[src/rtl/uart_rx_pkg.sv]
`default_nettype none
// ============================================================================
//  Module      : uart_rx_pkg
//  Description : Shared types and constants for the UART receive engine:
//                FSM state encoding, line-control bit positions and the
//                received-character FIFO entry layout.
//  Revision    : 1.0 - initial release
// ============================================================================
package uart_rx_pkg;

    // Receive FSM states, explicitly encoded in 3 bits
    typedef enum logic [2:0] {
        ST_IDLE   = 3'd0,
        ST_START  = 3'd1,
        ST_DATA   = 3'd2,
        ST_PARITY = 3'd3,
        ST_STOP1  = 3'd4,
        ST_STOP2  = 3'd5
    } uart_rx_state_t;

    // Line-control register bit positions
    localparam int c_lcr_wls_lo = 0;  // word length select, 2 bits: 5..8
    localparam int c_lcr_wls_hi = 1;
    localparam int c_lcr_stb    = 2;  // two stop bits
    localparam int c_lcr_pen    = 3;  // parity enable
    localparam int c_lcr_eps    = 4;  // even parity select
    localparam int c_lcr_stick  = 5;  // stick parity

    // One received character with its status flags
    typedef struct packed {
        logic       brk;
        logic       fe;
        logic       pe;
        logic [7:0] data;
    } uart_rx_entry_t;

endpackage : uart_rx_pkg
`default_nettype wire

[src/rtl/uart_rx_fifo.sv]
`default_nettype none
// ============================================================================
//  Module      : uart_rx_fifo
//  Description : Small received-character FIFO. Head entry is presented
//                combinationally and zeroed when empty. A push into a full
//                FIFO is dropped (overrun pulse) unless a pop happens in the
//                same cycle.
//  Revision    : 1.0 - initial release
// ============================================================================
module uart_rx_fifo
    import uart_rx_pkg::*;
#(
    parameter int DEPTH = 4
) (
    input  logic           clk,
    input  logic           rst_n,
    input  logic           i_push,
    input  uart_rx_entry_t i_push_entry,
    input  logic           i_ready,
    output logic           o_valid,
    output uart_rx_entry_t o_head,
    output logic           o_overrun
);

    localparam int                 c_ptr_w = $clog2(DEPTH);
    localparam logic [c_ptr_w:0]   c_depth = (c_ptr_w + 1)'(DEPTH);

    uart_rx_entry_t       r_mem [DEPTH];
    logic [c_ptr_w-1:0]   r_wr_ptr;
    logic [c_ptr_w-1:0]   r_rd_ptr;
    logic [c_ptr_w:0]     r_count;

    logic w_empty;
    logic w_full;
    logic w_pop;
    logic w_wr;

    assign w_empty   = (r_count == '0);
    assign w_full    = (r_count == c_depth);
    assign w_pop     = !w_empty && i_ready;
    // A pop frees the head slot in the same cycle, so a full FIFO still accepts
    assign w_wr      = i_push && (!w_full || w_pop);
    assign o_overrun = i_push && w_full && !w_pop;
    assign o_valid   = !w_empty;
    assign o_head    = w_empty ? '0 : r_mem[r_rd_ptr];

    // Storage array; contents are only observable through a valid head
    always_ff @(posedge clk) begin
        if (w_wr) begin
            r_mem[r_wr_ptr] <= i_push_entry;
        end
    end

    // Pointer and occupancy bookkeeping
    always_ff @(posedge clk or negedge rst_n) begin
        if (!rst_n) begin
            r_wr_ptr <= '0;
            r_rd_ptr <= '0;
            r_count  <= '0;
        end else begin
            if (w_wr) begin
                r_wr_ptr <= r_wr_ptr + 1'b1;
            end
            if (w_pop) begin
                r_rd_ptr <= r_rd_ptr + 1'b1;
            end
            if (w_wr && !w_pop) begin
                r_count <= r_count + 1'b1;
            end else if (!w_wr && w_pop) begin
                r_count <= r_count - 1'b1;
            end
        end
    end

endmodule : uart_rx_fifo
`default_nettype wire

[src/rtl/uart_rx_engine.sv]
`default_nettype none
// ============================================================================
//  Module      : uart_rx_engine
//  Description : Oversampling UART receiver with programmable baud divisor,
//                5..8 data bits, optional/stick parity, 1 or 2 stop bits,
//                break detection and a small character FIFO.
//  Revision    : 1.0 - initial release
// ============================================================================
module uart_rx_engine
    import uart_rx_pkg::*;
#(
    parameter int OVERSAMPLE = 16,
    parameter int FIFO_DEPTH = 4
) (
    input  logic        sclk,
    input  logic        rst_n,
    input  logic [15:0] divisor,
    input  logic [7:0]  lcr,
    input  logic        rxd,
    input  logic        rx_ready,
    output logic        rx_valid,
    output logic [7:0]  rx_data,
    output logic        rx_pe,
    output logic        rx_fe,
    output logic        rx_brk,
    output logic        sbe,
    output logic        overrun
);

    localparam int                c_os_w    = $clog2(OVERSAMPLE);
    localparam logic [c_os_w-1:0] c_os_last = c_os_w'(OVERSAMPLE - 1);
    localparam logic [c_os_w-1:0] c_os_half = c_os_w'(OVERSAMPLE / 2 - 1);

    uart_rx_state_t    r_state;
    uart_rx_state_t    w_state_next;
    logic              r_rxd_meta;
    logic              r_rxd_sync;
    logic [15:0]       r_div;
    logic [15:0]       r_tick_cnt;
    logic              w_tick;
    logic [c_os_w-1:0] r_os_cnt;
    logic [2:0]        r_bit_cnt;
    logic [7:0]        r_data;
    logic [5:0]        r_lcr;
    logic              r_pe;
    logic              r_fe;
    logic              r_all_zero;
    logic              r_armed;
    logic              w_sample;
    logic [2:0]        w_last_bit;
    logic              w_par_exp;
    logic              w_fe_final;
    logic              w_zero_final;
    logic              w_push;
    logic              w_sbe;
    logic              w_start_ok;
    uart_rx_entry_t    w_push_entry;
    uart_rx_entry_t    w_head;
    logic              w_lcr_unused;

    assign w_lcr_unused = &{1'b0, lcr[7:6]};

    // Two-flop synchroniser for the asynchronous serial input (idles high)
    always_ff @(posedge sclk or negedge rst_n) begin
        if (!rst_n) begin
            r_rxd_meta <= 1'b1;
            r_rxd_sync <= 1'b1;
        end else begin
            r_rxd_meta <= rxd;
            r_rxd_sync <= r_rxd_meta;
        end
    end

    // Oversample tick divider; divisor is re-sampled only at each wrap
    always_ff @(posedge sclk or negedge rst_n) begin
        if (!rst_n) begin
            r_div      <= '0;
            r_tick_cnt <= '0;
        end else if (r_div == 16'd0 || w_tick) begin
            r_div      <= divisor;
            r_tick_cnt <= '0;
        end else begin
            r_tick_cnt <= r_tick_cnt + 16'd1;
        end
    end

    assign w_tick       = (r_div != 16'd0) && (r_tick_cnt == r_div - 16'd1);
    assign w_sample     = w_tick && (r_os_cnt == c_os_last);
    assign w_last_bit   = {1'b1, r_lcr[c_lcr_wls_hi:c_lcr_wls_lo]};
    assign w_par_exp    = r_lcr[c_lcr_stick] ? ~r_lcr[c_lcr_eps]
                                             : (^r_data) ^ ~r_lcr[c_lcr_eps];
    // Final stop sample folds the current line level into the frame status
    assign w_fe_final   = r_fe | ~r_rxd_sync;
    assign w_zero_final = r_all_zero & ~r_rxd_sync;
    assign w_start_ok   = !r_rxd_sync && r_armed;
    assign w_push_entry = {w_zero_final, w_fe_final, r_pe, r_data};

    // FSM state register
    always_ff @(posedge sclk or negedge rst_n) begin
        if (!rst_n) begin
            r_state <= ST_IDLE;
        end else begin
            r_state <= w_state_next;
        end
    end

    // FSM next-state and push/false-start decode; every move is tick-qualified
    always_comb begin
        w_state_next = r_state;
        w_sbe        = 1'b0;
        w_push       = 1'b0;
        case (r_state)
            ST_IDLE: begin
                if (w_tick && w_start_ok) begin
                    w_state_next = ST_START;
                end
            end
            ST_START: begin
                if (w_tick && r_rxd_sync) begin
                    w_sbe        = 1'b1;
                    w_state_next = ST_IDLE;
                end else if (w_tick && r_os_cnt == c_os_half) begin
                    w_state_next = ST_DATA;
                end
            end
            ST_DATA: begin
                if (w_sample && r_bit_cnt == w_last_bit) begin
                    w_state_next = r_lcr[c_lcr_pen] ? ST_PARITY : ST_STOP1;
                end
            end
            ST_PARITY: begin
                if (w_sample) begin
                    w_state_next = ST_STOP1;
                end
            end
            ST_STOP1: begin
                if (w_sample) begin
                    if (r_lcr[c_lcr_stb]) begin
                        w_state_next = ST_STOP2;
                    end else begin
                        w_push       = 1'b1;
                        w_state_next = ST_IDLE;
                    end
                end
            end
            ST_STOP2: begin
                if (w_sample) begin
                    w_push       = 1'b1;
                    w_state_next = ST_IDLE;
                end
            end
            default: begin
                w_state_next = ST_IDLE;
            end
        endcase
    end

    // Frame datapath: bit timing, data assembly, status flags and re-arm
    always_ff @(posedge sclk or negedge rst_n) begin
        if (!rst_n) begin
            r_lcr      <= '0;
            r_os_cnt   <= '0;
            r_bit_cnt  <= '0;
            r_data     <= '0;
            r_pe       <= 1'b0;
            r_fe       <= 1'b0;
            r_all_zero <= 1'b0;
            r_armed    <= 1'b1;
        end else if (w_tick) begin
            if (r_rxd_sync) begin
                r_armed <= 1'b1;
            end
            // A framing error holds off re-triggering until the line goes idle
            if (w_push && w_fe_final) begin
                r_armed <= 1'b0;
            end
            case (r_state)
                ST_IDLE: begin
                    if (w_start_ok) begin
                        r_lcr      <= lcr[5:0];
                        r_os_cnt   <= '0;
                        r_bit_cnt  <= '0;
                        r_data     <= '0;
                        r_pe       <= 1'b0;
                        r_fe       <= 1'b0;
                        r_all_zero <= 1'b1;
                    end
                end
                ST_START: begin
                    r_os_cnt <= (r_os_cnt == c_os_half) ? '0 : r_os_cnt + 1'b1;
                end
                default: begin
                    r_os_cnt <= (r_os_cnt == c_os_last) ? '0 : r_os_cnt + 1'b1;
                    if (r_os_cnt == c_os_last) begin
                        if (r_rxd_sync) begin
                            r_all_zero <= 1'b0;
                        end
                        case (r_state)
                            ST_DATA: begin
                                r_data[r_bit_cnt] <= r_rxd_sync;
                                r_bit_cnt         <= r_bit_cnt + 3'd1;
                            end
                            ST_PARITY: r_pe <= r_rxd_sync ^ w_par_exp;
                            ST_STOP1:  r_fe <= ~r_rxd_sync;
                            default:   ;
                        endcase
                    end
                end
            endcase
        end
    end

    uart_rx_fifo #(
        .DEPTH        (FIFO_DEPTH)
    ) u_fifo (
        .clk          (sclk),
        .rst_n        (rst_n),
        .i_push       (w_push),
        .i_push_entry (w_push_entry),
        .i_ready      (rx_ready),
        .o_valid      (rx_valid),
        .o_head       (w_head),
        .o_overrun    (overrun)
    );

    assign rx_data = w_head.data;
    assign rx_pe   = w_head.pe;
    assign rx_fe   = w_head.fe;
    assign rx_brk  = w_head.brk;
    assign sbe     = w_sbe;

endmodule : uart_rx_engine
`default_nettype wire

[config.mk]
export PLATFORM = sky130hd
export DESIGN_NAME = uart_rx_engine
export DESIGN_NICKNAME = d
export VERILOG_FILES = /design/src/rtl/uart_rx_pkg.sv /design/src/rtl/uart_rx_fifo.sv /design/src/rtl/uart_rx_engine.sv
export SDC_FILE = /design/constraint.sdc
export NUM_CORES = 1
export LEC_CHECK = 0
export BUFFER_PORTS_ARGS = -buffer_cell sky130_fd_sc_hd__buf_2
export CORE_AREA = 4 4 108 151
export CTS_BUF_LIST = sky130_fd_sc_hd__clkbuf_2 sky130_fd_sc_hd__clkbuf_4 sky130_fd_sc_hd__clkbuf_8
export CTS_CLUSTER_DIAMETER = 200
export DETAILED_ROUTE_END_ITERATION = 12
export DIE_AREA = 0 0 112 155
export MAX_ROUTING_LAYER = met4
export PLACE_DENSITY_LB_ADDON = 0.08
export SYNTH_ARGS = -nofsm -noshare
export SYNTH_HDL_FRONTEND = slang
export SYNTH_SLANG_ARGS = --single-unit
export TNS_END_PERCENT = 1
[constraint.sdc]
create_clock -name sclk -period 4.3 [get_ports sclk]
set_input_delay 0.645 -clock sclk [delete_from_list [all_inputs] [get_ports sclk]]
set_output_delay 0.645 -clock sclk [all_outputs]
set_load 0.05 [all_outputs]
==> flow_summary.html <==
<table>
<tr><th>Metric</th><th>Value</th></tr>
<tr><th colspan="2">Placed design</th></tr>
<tr><td>Setup WS pre-CTS</td><td>0.462 ns</td></tr>
<tr><td>Routability-driven placement congestion ratio</td><td>between 0.8 and 0.9</td></tr>
<tr><td>Number of buffers inserted by port buffering</td><td>39</td></tr>
<tr><td>Half-perimeter wire length of the detailed placement result</td><td>8940 um</td></tr>
<tr><th colspan="2">Logic synthesis</th></tr>
<tr><td>Average footprint of a synthesized cell</td><td>approximately 12 um2</td></tr>
<tr><td>Biggest area contributors in the synthesized netlist</td><td>dfrtp_1 (28%), edfxtp_1 (22%), mux2_2 (4.4%), mux4_2 (4.2%), xnor2_1 (3.7%)</td></tr>
<tr><td>Cell type with the largest total area after synthesis</td><td>dfrtp_1</td></tr>
<tr><td>Most frequent cell after synthesis</td><td>dfrtp_1</td></tr>
<tr><td>Number of synthesized register bits</td><td>~110</td></tr>
<tr><td>Synthesized instance count</td><td>512</td></tr>
<tr><td>Post-synth net total</td><td>551</td></tr>
<tr><td>Synth cell count leaders</td><td>dfrtp_1 (66), edfxtp_1 (44), nand2_1 (35), nor2_1 (35), o21ai_0 (31)</td></tr>
<tr><td>Mapped Area</td><td>~5900 um2</td></tr>
<tr><td>Most common flop cell mapped by yosys</td><td>dfrtp_1</td></tr>
<tr><td>Distinct cell type count after synthesis</td><td>67</td></tr>
<tr><td>Synth top area share</td><td>28.0%</td></tr>
<tr><td>Warnings from Yosys</td><td>0</td></tr>
<tr><td>Number of enable flip-flop cells after synthesis</td><td>44</td></tr>
<tr><td>Sequential element share of the synthesized area</td><td>between 50% and 60%</td></tr>
<tr><td>Fraction of registers with async set/reset</td><td>61.1%</td></tr>
<tr><th colspan="2">Timing</th></tr>
<tr><td>RSZ-0062 raised after global routing</td><td>no</td></tr>
<tr><td>Number of hold violations in the final report</td><td>0</td></tr>
<tr><td>Worst clock skew</td><td>0.0178 ns</td></tr>
<tr><td>Worst slew pin tran</td><td>1.28 ns</td></tr>
<tr><td>Upper clock frequency limit</td><td>251 MHz</td></tr>
<tr><td>Minimum period implied by the final worst setup slack</td><td>3.98 ns</td></tr>
<tr><td>Finish-stage setup viols</td><td>0</td></tr>
<tr><td>Worst slew margin</td><td>14.1%</td></tr>
<tr><td>Worst path setup slack after routing</td><td>about 0.32 ns</td></tr>
<tr><td>Final Max Tran Viols</td><td>0</td></tr>
<tr><td>Final setup TNS</td><td>0 ns</td></tr>
<tr><td>Portion of the clock cycle consumed by the worst path in the final layout</td><td>92.6%</td></tr>
<tr><th colspan="2">Critical path</th></tr>
<tr><td>Signal arrival time at the worst endpoint</td><td>between 3 and 4 ns</td></tr>
<tr><td>CP max stage delay</td><td>0.49 ns</td></tr>
<tr><td>Crit Path Class</td><td>register to output pin</td></tr>
<tr><td>CP required</td><td>3.65 ns</td></tr>
<tr><td>Crit-path slowest cell</td><td>or4b_1</td></tr>
<tr><td>Crit-path max FO</td><td>30</td></tr>
<tr><td>List of cells traversed by the critical path</td><td>inv_1 -&gt; ha_1 -&gt; or4b_1 -&gt; o21ai_1 -&gt; nand3_1 -&gt; nor4b_4 -&gt; nand4b_2 -&gt; buf_4 -&gt; nor3_1 -&gt; buf_2</td></tr>
<tr><td>Worst R2R Path Depth</td><td>15</td></tr>
<tr><td>Startpoint type of the worst setup path</td><td>register</td></tr>
<tr><td>Critical path endpoint category</td><td>output pin</td></tr>
<tr><th colspan="2">Clocking</th></tr>
<tr><td>Post-CTS Setup Inserts</td><td>0</td></tr>
<tr><td>Hold-fix buffers, CTS</td><td>0</td></tr>
<tr><td>Root cell of the clock tree</td><td>clkbuf_8</td></tr>
<tr><td>Latest clock arrival within the worst-skew pair</td><td>0.42 ns</td></tr>
<tr><td>CTS HTree Levels</td><td>4</td></tr>
<tr><td>TritonCTS Sinks</td><td>113</td></tr>
<tr><td>CTS tree</td><td>built</td></tr>
<tr><td>Register clock-pin slew on the reported worst setup and hold paths</td><td>0.07 ns</td></tr>
<tr><td>Bufs on Longest Clock Path</td><td>2</td></tr>
<tr><td>Inserted Clock Buffers</td><td>17</td></tr>
<tr><th colspan="2">GRT</th></tr>
<tr><td>Largest net degree at the start of global routing</td><td>70</td></tr>
<tr><td>Global Route Usage Sum</td><td>15.7%</td></tr>
<tr><td>Vias in the first global route</td><td>4132</td></tr>
<tr><td>Initial antenna violation count</td><td>0</td></tr>
<tr><td>Total congestion overflow after global routing</td><td>0</td></tr>
<tr><td>First-pass GRT wire length</td><td>approximately 21000 um</td></tr>
<tr><th colspan="2">Die</th></tr>
<tr><td>Num rows</td><td>53</td></tr>
<tr><td>Die height</td><td>155 um</td></tr>
<tr><td>Core area</td><td>14900 um2</td></tr>
<tr><td>Top-Level Pins</td><td>42</td></tr>
<tr><td>Die extent in x</td><td>112 um</td></tr>
<tr><td>Effective utilization at floorplan</td><td>39.5%</td></tr>
<tr><td>Area of the die</td><td>17400 um2</td></tr>
<tr><th colspan="2">Drt</th></tr>
<tr><td>Routed vias</td><td>3982</td></tr>
<tr><td>Vias per Instance</td><td>5.29</td></tr>
<tr><td>Per-cell routed wire length</td><td>16.5 um</td></tr>
<tr><td>DRC violations left</td><td>0</td></tr>
<tr><td>Sum of routed wire length over all layers</td><td>12400 um</td></tr>
<tr><td>Drt first pass iters</td><td>5</td></tr>
<tr><td>Number of nets with antenna violations after detailed routing</td><td>0</td></tr>
<tr><td>Count of routing violations after the opening detailed-route iteration</td><td>141</td></tr>
<tr><th colspan="2">Finish</th></tr>
<tr><td>Inserted Diodes</td><td>0</td></tr>
<tr><td>Share of cells above drive strength 1</td><td>between 20% and 30%</td></tr>
<tr><td>Number of fill cells in the layout</td><td>1435</td></tr>
<tr><td>Layout overhead on the synthesized area</td><td>12.3%</td></tr>
<tr><td>Post-layout nets</td><td>just under 600</td></tr>
<tr><th colspan="2">Pwr</th></tr>
<tr><td>Maximum vdd ir drop</td><td>about 0.00016 V</td></tr>
<tr><td>Leakage power total</td><td>2.76 nW</td></tr>
<tr><td>Areal power density over the cells</td><td>about 380 nW/um2</td></tr>
<tr><th colspan="2">Min path</th></tr>
<tr><td>Hold depth</td><td>1</td></tr>
<tr><td>Hold/Removal Path Class</td><td>input pin to register</td></tr>
<tr><th colspan="2">Job</th></tr>
<tr><td>Max_cap viols</td><td>0</td></tr>
<tr><th colspan="2">Outcome</th></tr>
<tr><td>Result of the run</td><td>finished clean</td></tr>
</table>
-- stage by stage --
stage	instances	hold WS [ns]	total power [mW]	instance area (um2)	util, %
3_3_place_gp	721	0.346	1.66	6240	41.8
2_1_floorplan	512	0.345	1.56	5900	-
4_1_cts	753	0.290	2.58	6600	44.3
5_1_grt	753	0.280	2.69	6630	44.4
3_5_place_dp	721	0.347	1.67	6240	41.8
6_report	753	0.319	2.54	6630	44.4
-- cells by family after synthesis --
family / after synthesis / share of synthesized area (%)
compound gates: 71 / 7.72
mux: 38 / 9.29
buf+inv: 38 / 2.84
flops: 113 / 51.7
simple gates: 191 / 18.3
xor+xnor: 50 / 7.66
fa+ha+maj: 11 / 2.46
-- worst paths after layout --
check,startpoint,to,slack [ns]
max,r_div[0],overrun,0.32
min,rxd,r_rxd_meta,0.32
max reg2reg,r_div[0],u_fifo.r_count[2],0.77
min reg2reg,r_rxd_meta,r_rxd_sync,0.36
max in group asynchronous,rst_n,r_os_cnt[2],3.34
min in group asynchronous,rst_n,r_tick_cnt[9],0.34
-- sequential cells by signal (all words and copies together), names as in the netlist --
| name | flops |
|---|---|
| r_fe | 1 |
| r_all_zero | 1 |
| u_fifo.r_wr_ptr | 2 |
| r_bit_cnt | 3 |
| r_state | 3 |
| r_data | 8 |
| r_div | 16 |
| r_rxd_sync | 1 |
| r_lcr | 6 |
| r_rxd_meta | 1 |
| r_tick_cnt | 16 |
| u_fifo.r_rd_ptr | 2 |
| r_os_cnt | 4 |
| r_armed | 1 |
| u_fifo.r_mem | 44 |
| r_pe | 1 |
| u_fifo.r_count | 3 |
-- layout by cell type (no fill, tap or decap), types with 5 or more instances in the layout --
cell and instances:
nor3_1 6, inv_1 13, nand2b_1 8, nand4_1 8
mux4_2 11, o31ai_1 6, dfrtp_1 66, and2_1 19
a21oi_1 6, xnor2_1 25, buf_2 38, or4_1 5
xor2_1 24, o21ai_0 31, ha_1 10, nor2_1 35
nand2_1 35, edfxtp_1 44, clkbuf_8 17, nor2b_1 8
nand3_1 30, and3_1 6, mux2_2 23, clkinvlp_4 6
-- what timing repair did --
action | CTS | global route
pin swaps | 0 | 0
gates resized for setup | 1 | 3
cloned | 0 | 0
setup endpoints to repair | 1 | 2
-- metal layers --
metal	wire length (um)	GRT usage (%)
met1	4670	16.0
met2	7140	29.0
met3	373	3.39
met4	222	6.07
met5	0	-
-- critical path: cells and delay by family (launching register included) --
kind | cells | cell delay [ns]
AO/OA/AOI/OAI | 1 | 0.16
adder cells (fa/ha/maj) | 1 | 0.27
buffers and inverters | 3 | 0.67
flip-flops | 1 | 0.43
AND/OR/NAND/NOR | 5 | 1.37
-- power by group --
group | total, mW | switching [mW] | leakage, nW | internal [mW]
Combinational | 0.339 | 0.166 | 1.19 | 0.173
Sequential | 1.30 | 0.136 | 1.40 | 1.17
Clock | 0.895 | 0.438 | 0.166 | 0.457
Total | 2.54 | 0.740 | 2.76 | 1.80
-- final cells by class --
cell class,count,area [um2],share of cell area [%]
Clock inverter,14,115,1.74
Clock buffer,18,241,3.64
Inverter,13,48.8,0.736
Multi-Input combinational cell,361,2710,40.9
Timing Repair Buffer,42,220,3.32
Tap cell,192,240,3.63
Sequential cell,113,3050,46.1
Power figures use the tool's default switching activity.
